**config.mk**
```make
export PLATFORM = sky130hd
export DESIGN_NAME = obi_data_bridge_flat
export DESIGN_NICKNAME = d
export VERILOG_FILES = /design/src/rtl/obi_data_bridge_if.sv /design/src/rtl/obi_data_bridge.sv /design/src/flat_wrapper.sv
export SDC_FILE = /design/constraint.sdc
export NUM_CORES = 1
export LEC_CHECK = 0
export ABC_AREA = 1
export CORE_ASPECT_RATIO = 0.6
export CORE_UTILIZATION = 35
export DETAILED_ROUTE_END_ITERATION = 12
export PLACE_DENSITY = 0.84
export SLEW_MARGIN = 20
export SYNTH_ARGS = -nofsm -noshare
export SYNTH_HDL_FRONTEND = slang
export SYNTH_SLANG_ARGS = --single-unit
export TNS_END_PERCENT = 10
```
**constraint.sdc**
```tcl
create_clock -name clk_i -period 3 [get_ports clk_i]
set_input_delay 0.45 -clock clk_i [delete_from_list [all_inputs] [get_ports clk_i]]
set_output_delay 0.45 -clock clk_i [all_outputs]
set_load 0.005 [all_outputs]
```
**src/rtl/obi_data_bridge_if.sv**
```systemverilog
// OBI data-side bus between the core and the RAM/testbench bridge.
// The master drives the request; the slave answers with grant and response.
interface obi_data_bridge_if;
    logic        data_req_i;
    logic        data_gnt_o;
    logic        data_rvalid_o;
    logic [31:0] data_addr_i;
    logic        data_we_i;
    logic [3:0]  data_be_i;
    logic [31:0] data_wdata_i;
    logic [31:0] data_rdata_o;

    modport master (
        output data_req_i,
        output data_addr_i,
        output data_we_i,
        output data_be_i,
        output data_wdata_i,
        input  data_gnt_o,
        input  data_rvalid_o,
        input  data_rdata_o
    );

    modport slave (
        input  data_req_i,
        input  data_addr_i,
        input  data_we_i,
        input  data_be_i,
        input  data_wdata_i,
        output data_gnt_o,
        output data_rvalid_o,
        output data_rdata_o
    );
endinterface

```
**src/rtl/obi_data_bridge.sv**
```systemverilog
// OBI data port to RAM port B bridge with optional LFSR grant stalls
// and decoding of the print and exit testbench registers.
module obi_data_bridge #(
    parameter int unsigned ADDR_WIDTH    = 22,
    parameter bit          STALL_EN      = 1'b0,
    parameter int unsigned MAX_GNT_STALL = 3,
    parameter logic [15:0] LFSR_SEED     = 16'hACE1,
    parameter logic [31:0] PRINT_ADDR    = 32'h1000_0000,
    parameter logic [31:0] EXIT_ADDR     = 32'h2000_0004
) (
    input  logic                  clk_i,
    input  logic                  rst_i,
    obi_data_bridge_if.slave      bus,
    output logic                  ram_en_o,
    output logic [ADDR_WIDTH-1:0] ram_addr_o,
    output logic                  ram_we_o,
    output logic [3:0]            ram_be_o,
    output logic [31:0]           ram_wdata_o,
    input  logic [31:0]           ram_rdata_i,
    output logic                  print_valid_o,
    output logic [7:0]            print_char_o,
    output logic                  exit_valid_o,
    output logic [31:0]           exit_value_o,
    output logic                  oob_o
);
    typedef enum logic [1:0] {
        IDLE,
        STALL,
        GRANT
    } state_t;

    localparam logic [1:0] MAX_S = 2'(MAX_GNT_STALL);

    state_t      state;
    logic [1:0]  cnt;
    logic [1:0]  draw;
    logic [15:0] lfsr;
    logic        gnt;
    logic        rd_sel;
    logic        is_print;
    logic        is_exit;
    logic        in_ram;
    logic        ram_acc;
    logic        is_oob;

    assign draw = !STALL_EN ? 2'd0 :
                  (lfsr[1:0] > MAX_S) ? MAX_S : lfsr[1:0];

    always_comb begin
        gnt = 1'b0;
        if (!rst_i) begin
            unique case (state)
                IDLE:    gnt = bus.data_req_i && (draw == 2'd0);
                GRANT:   gnt = bus.data_req_i;
                default: gnt = 1'b0;
            endcase
        end
    end

    // MMIO writes win over RAM; MMIO reads fall through to the zero response.
    assign is_print = bus.data_we_i && (bus.data_addr_i == PRINT_ADDR);
    assign is_exit  = bus.data_we_i && (bus.data_addr_i == EXIT_ADDR);
    assign in_ram   = (bus.data_addr_i >> ADDR_WIDTH) == 32'd0;
    assign ram_acc  = in_ram && !is_print && !is_exit;
    assign is_oob   = !in_ram &&
                      (bus.data_addr_i != PRINT_ADDR) &&
                      (bus.data_addr_i != EXIT_ADDR);

    assign ram_en_o    = gnt && ram_acc;
    assign ram_addr_o  = ram_en_o ? bus.data_addr_i[ADDR_WIDTH-1:0] : '0;
    assign ram_we_o    = ram_en_o && bus.data_we_i;
    assign ram_be_o    = ram_en_o ? bus.data_be_i : 4'h0;
    assign ram_wdata_o = ram_en_o ? bus.data_wdata_i : 32'h0;

    assign bus.data_gnt_o   = gnt;
    assign bus.data_rdata_o = rd_sel ? ram_rdata_i : 32'h0;

    always_ff @(posedge clk_i) begin
        if (rst_i) begin
            state             <= IDLE;
            cnt               <= 2'd0;
            lfsr              <= LFSR_SEED;
            bus.data_rvalid_o <= 1'b0;
            rd_sel            <= 1'b0;
            print_valid_o     <= 1'b0;
            print_char_o      <= 8'h0;
            exit_valid_o      <= 1'b0;
            exit_value_o      <= 32'h0;
            oob_o             <= 1'b0;
        end else begin
            lfsr <= {lfsr[14:0],
                     lfsr[15] ^ lfsr[13] ^ lfsr[12] ^ lfsr[10]};
            bus.data_rvalid_o <= gnt;
            rd_sel            <= gnt && ram_acc && !bus.data_we_i;
            print_valid_o     <= gnt && is_print;
            if (gnt && is_print) begin
                print_char_o <= bus.data_wdata_i[7:0];
            end
            if (gnt && is_exit) begin
                exit_valid_o <= 1'b1;
                exit_value_o <= bus.data_wdata_i;
            end
            if (gnt && is_oob) begin
                oob_o <= 1'b1;
            end
            // Grant lands exactly draw cycles after the request is seen.
            unique case (state)
                IDLE: begin
                    if (bus.data_req_i && (draw != 2'd0)) begin
                        cnt   <= draw;
                        state <= (draw == 2'd1) ? GRANT : STALL;
                    end
                end
                STALL: begin
                    if (!bus.data_req_i) begin
                        state <= IDLE;
                    end else begin
                        cnt <= cnt - 2'd1;
                        if (cnt == 2'd2) begin
                            state <= GRANT;
                        end
                    end
                end
                GRANT:   state <= IDLE;
                default: state <= IDLE;
            endcase
        end
    end
endmodule
```
**src/flat_wrapper.sv**
```systemverilog
// flat-port wrapper written by rule: the top's interface ports become plain ports
module obi_data_bridge_flat 
#(
    parameter int unsigned ADDR_WIDTH    = 22,
    parameter bit          STALL_EN      = 1'b0,
    parameter int unsigned MAX_GNT_STALL = 3,
    parameter logic [15:0] LFSR_SEED     = 16'hACE1,
    parameter logic [31:0] PRINT_ADDR    = 32'h1000_0000,
    parameter logic [31:0] EXIT_ADDR     = 32'h2000_0004
)
  (clk_i, rst_i, ram_en_o, ram_addr_o, ram_we_o, ram_be_o, ram_wdata_o, ram_rdata_i, print_valid_o, print_char_o, exit_valid_o, exit_value_o, oob_o, bus_data_req_i, bus_data_addr_i, bus_data_we_i, bus_data_be_i, bus_data_wdata_i, bus_data_gnt_o, bus_data_rvalid_o, bus_data_rdata_o);
  obi_data_bridge_if bus_i ();
  input  logic clk_i;
  input  logic rst_i;
  output logic ram_en_o;
  output logic [ADDR_WIDTH-1:0] ram_addr_o;
  output logic ram_we_o;
  output logic [3:0] ram_be_o;
  output logic [31:0] ram_wdata_o;
  input  logic [31:0] ram_rdata_i;
  output logic print_valid_o;
  output logic [7:0] print_char_o;
  output logic exit_valid_o;
  output logic [31:0] exit_value_o;
  output logic oob_o;
  input wire logic [$bits(bus_i.data_req_i)-1:0] bus_data_req_i;
  input wire logic [$bits(bus_i.data_addr_i)-1:0] bus_data_addr_i;
  input wire logic [$bits(bus_i.data_we_i)-1:0] bus_data_we_i;
  input wire logic [$bits(bus_i.data_be_i)-1:0] bus_data_be_i;
  input wire logic [$bits(bus_i.data_wdata_i)-1:0] bus_data_wdata_i;
  output wire logic [$bits(bus_i.data_gnt_o)-1:0] bus_data_gnt_o;
  output wire logic [$bits(bus_i.data_rvalid_o)-1:0] bus_data_rvalid_o;
  output wire logic [$bits(bus_i.data_rdata_o)-1:0] bus_data_rdata_o;
  assign bus_i.data_req_i = bus_data_req_i;
  assign bus_i.data_addr_i = bus_data_addr_i;
  assign bus_i.data_we_i = bus_data_we_i;
  assign bus_i.data_be_i = bus_data_be_i;
  assign bus_i.data_wdata_i = bus_data_wdata_i;
  assign bus_data_gnt_o = bus_i.data_gnt_o;
  assign bus_data_rvalid_o = bus_i.data_rvalid_o;
  assign bus_data_rdata_o = bus_i.data_rdata_o;
  obi_data_bridge #(.ADDR_WIDTH(ADDR_WIDTH), .STALL_EN(STALL_EN), .MAX_GNT_STALL(MAX_GNT_STALL), .LFSR_SEED(LFSR_SEED), .PRINT_ADDR(PRINT_ADDR), .EXIT_ADDR(EXIT_ADDR)) u_core (.clk_i(clk_i), .rst_i(rst_i), .bus(bus_i), .ram_en_o(ram_en_o), .ram_addr_o(ram_addr_o), .ram_we_o(ram_we_o), .ram_be_o(ram_be_o), .ram_wdata_o(ram_wdata_o), .ram_rdata_i(ram_rdata_i), .print_valid_o(print_valid_o), .print_char_o(print_char_o), .exit_valid_o(exit_valid_o), .exit_value_o(exit_value_o), .oob_o(oob_o));
endmodule
```
==> key figures <==
Drt
  – Vias per cell: 4.349
  – Vias: 3753
  – Wire per inst: 12.67 um
  – 1st-iter DRT viols: 141
  – # DRC: 0
  – Post-Route WL: 10940 um
  – Number of routed nets with antenna violations: 0
  – Drt pass-1 iters: 5

Worst setup path
  – Critical path type: in -> out
  – Startpoint Class: primary input
  – Worst reg2reg startpoint: u_core.exit_value_o[26]$_SDFFE_PP0P_
  – Crit path arrival time: 2.36 ns
  – Reg2reg end: u_core.exit_value_o[26]$_SDFFE_PP0P_
  – Worst R2R Setup Slack: 2.31 ns
  – Crit end category: output pin
  – Peak fanout along the critical path: 45
  – WP data required: 2.55 ns
  – Cells on worst reg2reg path: 4

Min path
  – Worst hold stages: 2
  – Worst min path class: reg -> reg
  – Worst Hold End: u_core.oob_o$_SDFFE_PP0P_
  – Hold path startpoint: u_core.oob_o$_SDFFE_PP0P_

Clocking
  – Clock buffer count from CTS: 5
  – Post-CTS Resized: 0
  – Hold Buf Count CTS: 0
  – H-tree Lvls: 2
  – Root buf cell: clkbuf_16
  – Clock buffer depth: 2
  – Clk sink count: 45
  – Clk slew on worst S/H paths: 0.06 ns
  – CTS tree: done
  – Clk Latency, worst-skew pair: 0.28 ns
  – Post-CTS Setup Inserts: 0

Placement
  – Hpwl dp: 8516 um
  – GP Congestion: 0.8660
  – Dpl cell area: 5329 sq um
  – Port bufs: 240

Synthesis
  – Synth async-reset ratio: 0
  – Share of the synthesized area in the top cell type: 0.3118
  – Ranking of synthesized cells by area: dfxtp_1, inv_1, nand2_1
  – Synthesized instance count: 528
  – Post-synth cell types: 17
  – Warnings from Yosys: 0
  – Top cells by count, synth: inv_1, nand2_1, nor2_1
  – Syn Nets: 632
  – Synth Flop Type: dfxtp_1
  – Post-synth top area cell: dfxtp_1
  – EDFF count, synth: 0
  – Synth Cell Area: 2889 sq um
  – Yosys reg bits: 45
  – Seq/Total Area, Yosys: 0.3118
  – Top-count cell post-synth: inv_1
  – Post-Synthesis Mean Instance Area: 5.472 sq um

STA
  – Final Hold Viols: 0
  – Period minus WS final: 2.808 ns
  – Setup_tns: 0 ns
  – Worst slew pin tran: 0.4773 ns
  – Clk_skew: 0 ns
  – Final Max Slew Viols: 0
  – Slew headroom: 0.6818
  – Final period util: 0.9360
  – # setup viols final: 0
  – FMAX: 0.3561 GHz
  – Unrepaired setup endpoints after global routing: false

Cells and area
  – Ratio of cells with drive above 1 in the final layout: 0.03709
  – Fin nets: 858
  – Register Area: 900.9 sq um
  – Layout area overhead: 90.56%
  – Area of the multi-input gates: 1281 sq um
  – Fin area: 5505 sq um
  – N_diodes: 0
  – Fillers: 699

Die
  – Core area: 7945 sq um
  – Row cnt: 25
  – Total Die Area: 8634 sq um
  – Chip Width: 119.3 um
  – Die H: 72.38 um
  – Initial core utilization: 0.3636
  – I/O pin cnt: 241

GRT
  – GRT busiest layer: met2
  – Largest net degree at the start of global routing: 46
  – Met3 Use GR: 0.06211
  – Gr usage total: 0.2532
  – Met2 Usage GRT: 0.4522
  – First-pass GRT wire length: 17320 um
  – Met1 Use GR: 0.3097
  – Initial antenna violation count: 0
  – Vias in the first global route: 3518
  – GRT overflow: 0

Status
  – Status: finished, final reports clean

Power
  – P_leak: 0.002741 uW
  – PwrDens: 266.7 nW/um^2
  – VDD IR max: 0.2431 mV

Flow run
  – Number of max-cap violations: 0
## cells by family (layout without fill, tap and decap cells)
family          Yosys count  after routing  share of synthesized area
compound gates            2              2                   0.003461
buf+inv                 178            405                     0.2456
flops                    45             45                     0.3118
simple gates            303            303                     0.4392
## report_power, final
part	total, uW	switching (uW)	internal [uW]
combinational	222	86.7	136
sequential	599	0.641	599
clock	646	231	416
total	1470	318	1150
## worst max-delay path by stage
stage	to	cells after the start	startpoint	slack [ns]
2_1_floorplan	ram_addr_o[0]	5	rst_i	1.24
3_3_place_gp	ram_we_o	8	bus_data_addr_i[28]	0.25
3_5_place_dp	ram_addr_o[3]	8	bus_data_addr_i[28]	0.17
4_1_cts	ram_addr_o[3]	8	bus_data_addr_i[28]	0.17
5_1_grt	ram_addr_o[3]	8	bus_data_addr_i[28]	0.0006
6_report	ram_addr_o[3]	8	bus_data_addr_i[28]	0.19
## worst max-delay path, cell delays in order
cell and delay [ns]:
clkdlybuf4s50_1 0.44, nor2_1 0.15, nand3_1 0.09, nor2_1 0.15
nand2_2 0.07, buf_4 0.27, nor2_1 0.18, clkdlybuf4s50_1 0.55
## per-layer routing
layer,share of wire,vias up
li1,-,1954
met1,0.44,1629
met2,0.48,153
met3,0.065,17
met4,0.015,0
met5,0,-
## layout make-up
cell class / instances / area share
Clock buffer: 6 / 0.02523
Clock inverter: 2 / 0.006818
Inverter: 149 / 0.1016
Multi-Input combinational cell: 305 / 0.2327
Sequential cell: 45 / 0.1636
Tap cell: 108 / 0.02455
Timing Repair Buffer: 248 / 0.4455
## layout by cell type, fill, tap and decap left out
cell,netlist,final
dfxtp_1,45,45
inv_2,6,6
nor2_1,119,119
clkinvlp_4,0,1
a21oi_1,1,1
bufinv_16,0,1
clkbuf_16,0,5
clkdlybuf4s50_1,0,238
nand3_1,3,3
o21ai_1,1,1
nand3_2,1,1
buf_2,6,2
nor2_4,1,1
nand3_4,1,1
inv_1,143,143
buf_4,3,8
clkbuf_8,0,1
nand2_1,138,137
nand4_1,40,40
nand2_2,0,1
## state kept, by name (all words and copies together), names as in the netlist
register,count
u_core.exit_value_o,32
u_core.print_char_o,8
u_core.bus.data_rvalid_o,1
u_core.exit_valid_o,1
u_core.oob_o,1
u_core.print_valid_o,1
u_core.rd_sel,1
## per-stage QoR
stage	hold WS (ns)	total power, uW	worst slack, ns	util	std cells
2_1_floorplan	0.4466	670.3	1.243	-	528
6_report	0.4539	1468	0.1920	0.6929	863
4_1_cts	0.4545	1481	0.1666	0.6929	863
5_1_grt	0.4802	1527	0.0006064	0.6929	863
3_5_place_dp	0.4443	832.7	0.1701	0.6707	855
3_3_place_gp	0.4403	830.7	0.2508	0.6707	855
No activity file was read; power rests on OpenSTA's default activity.
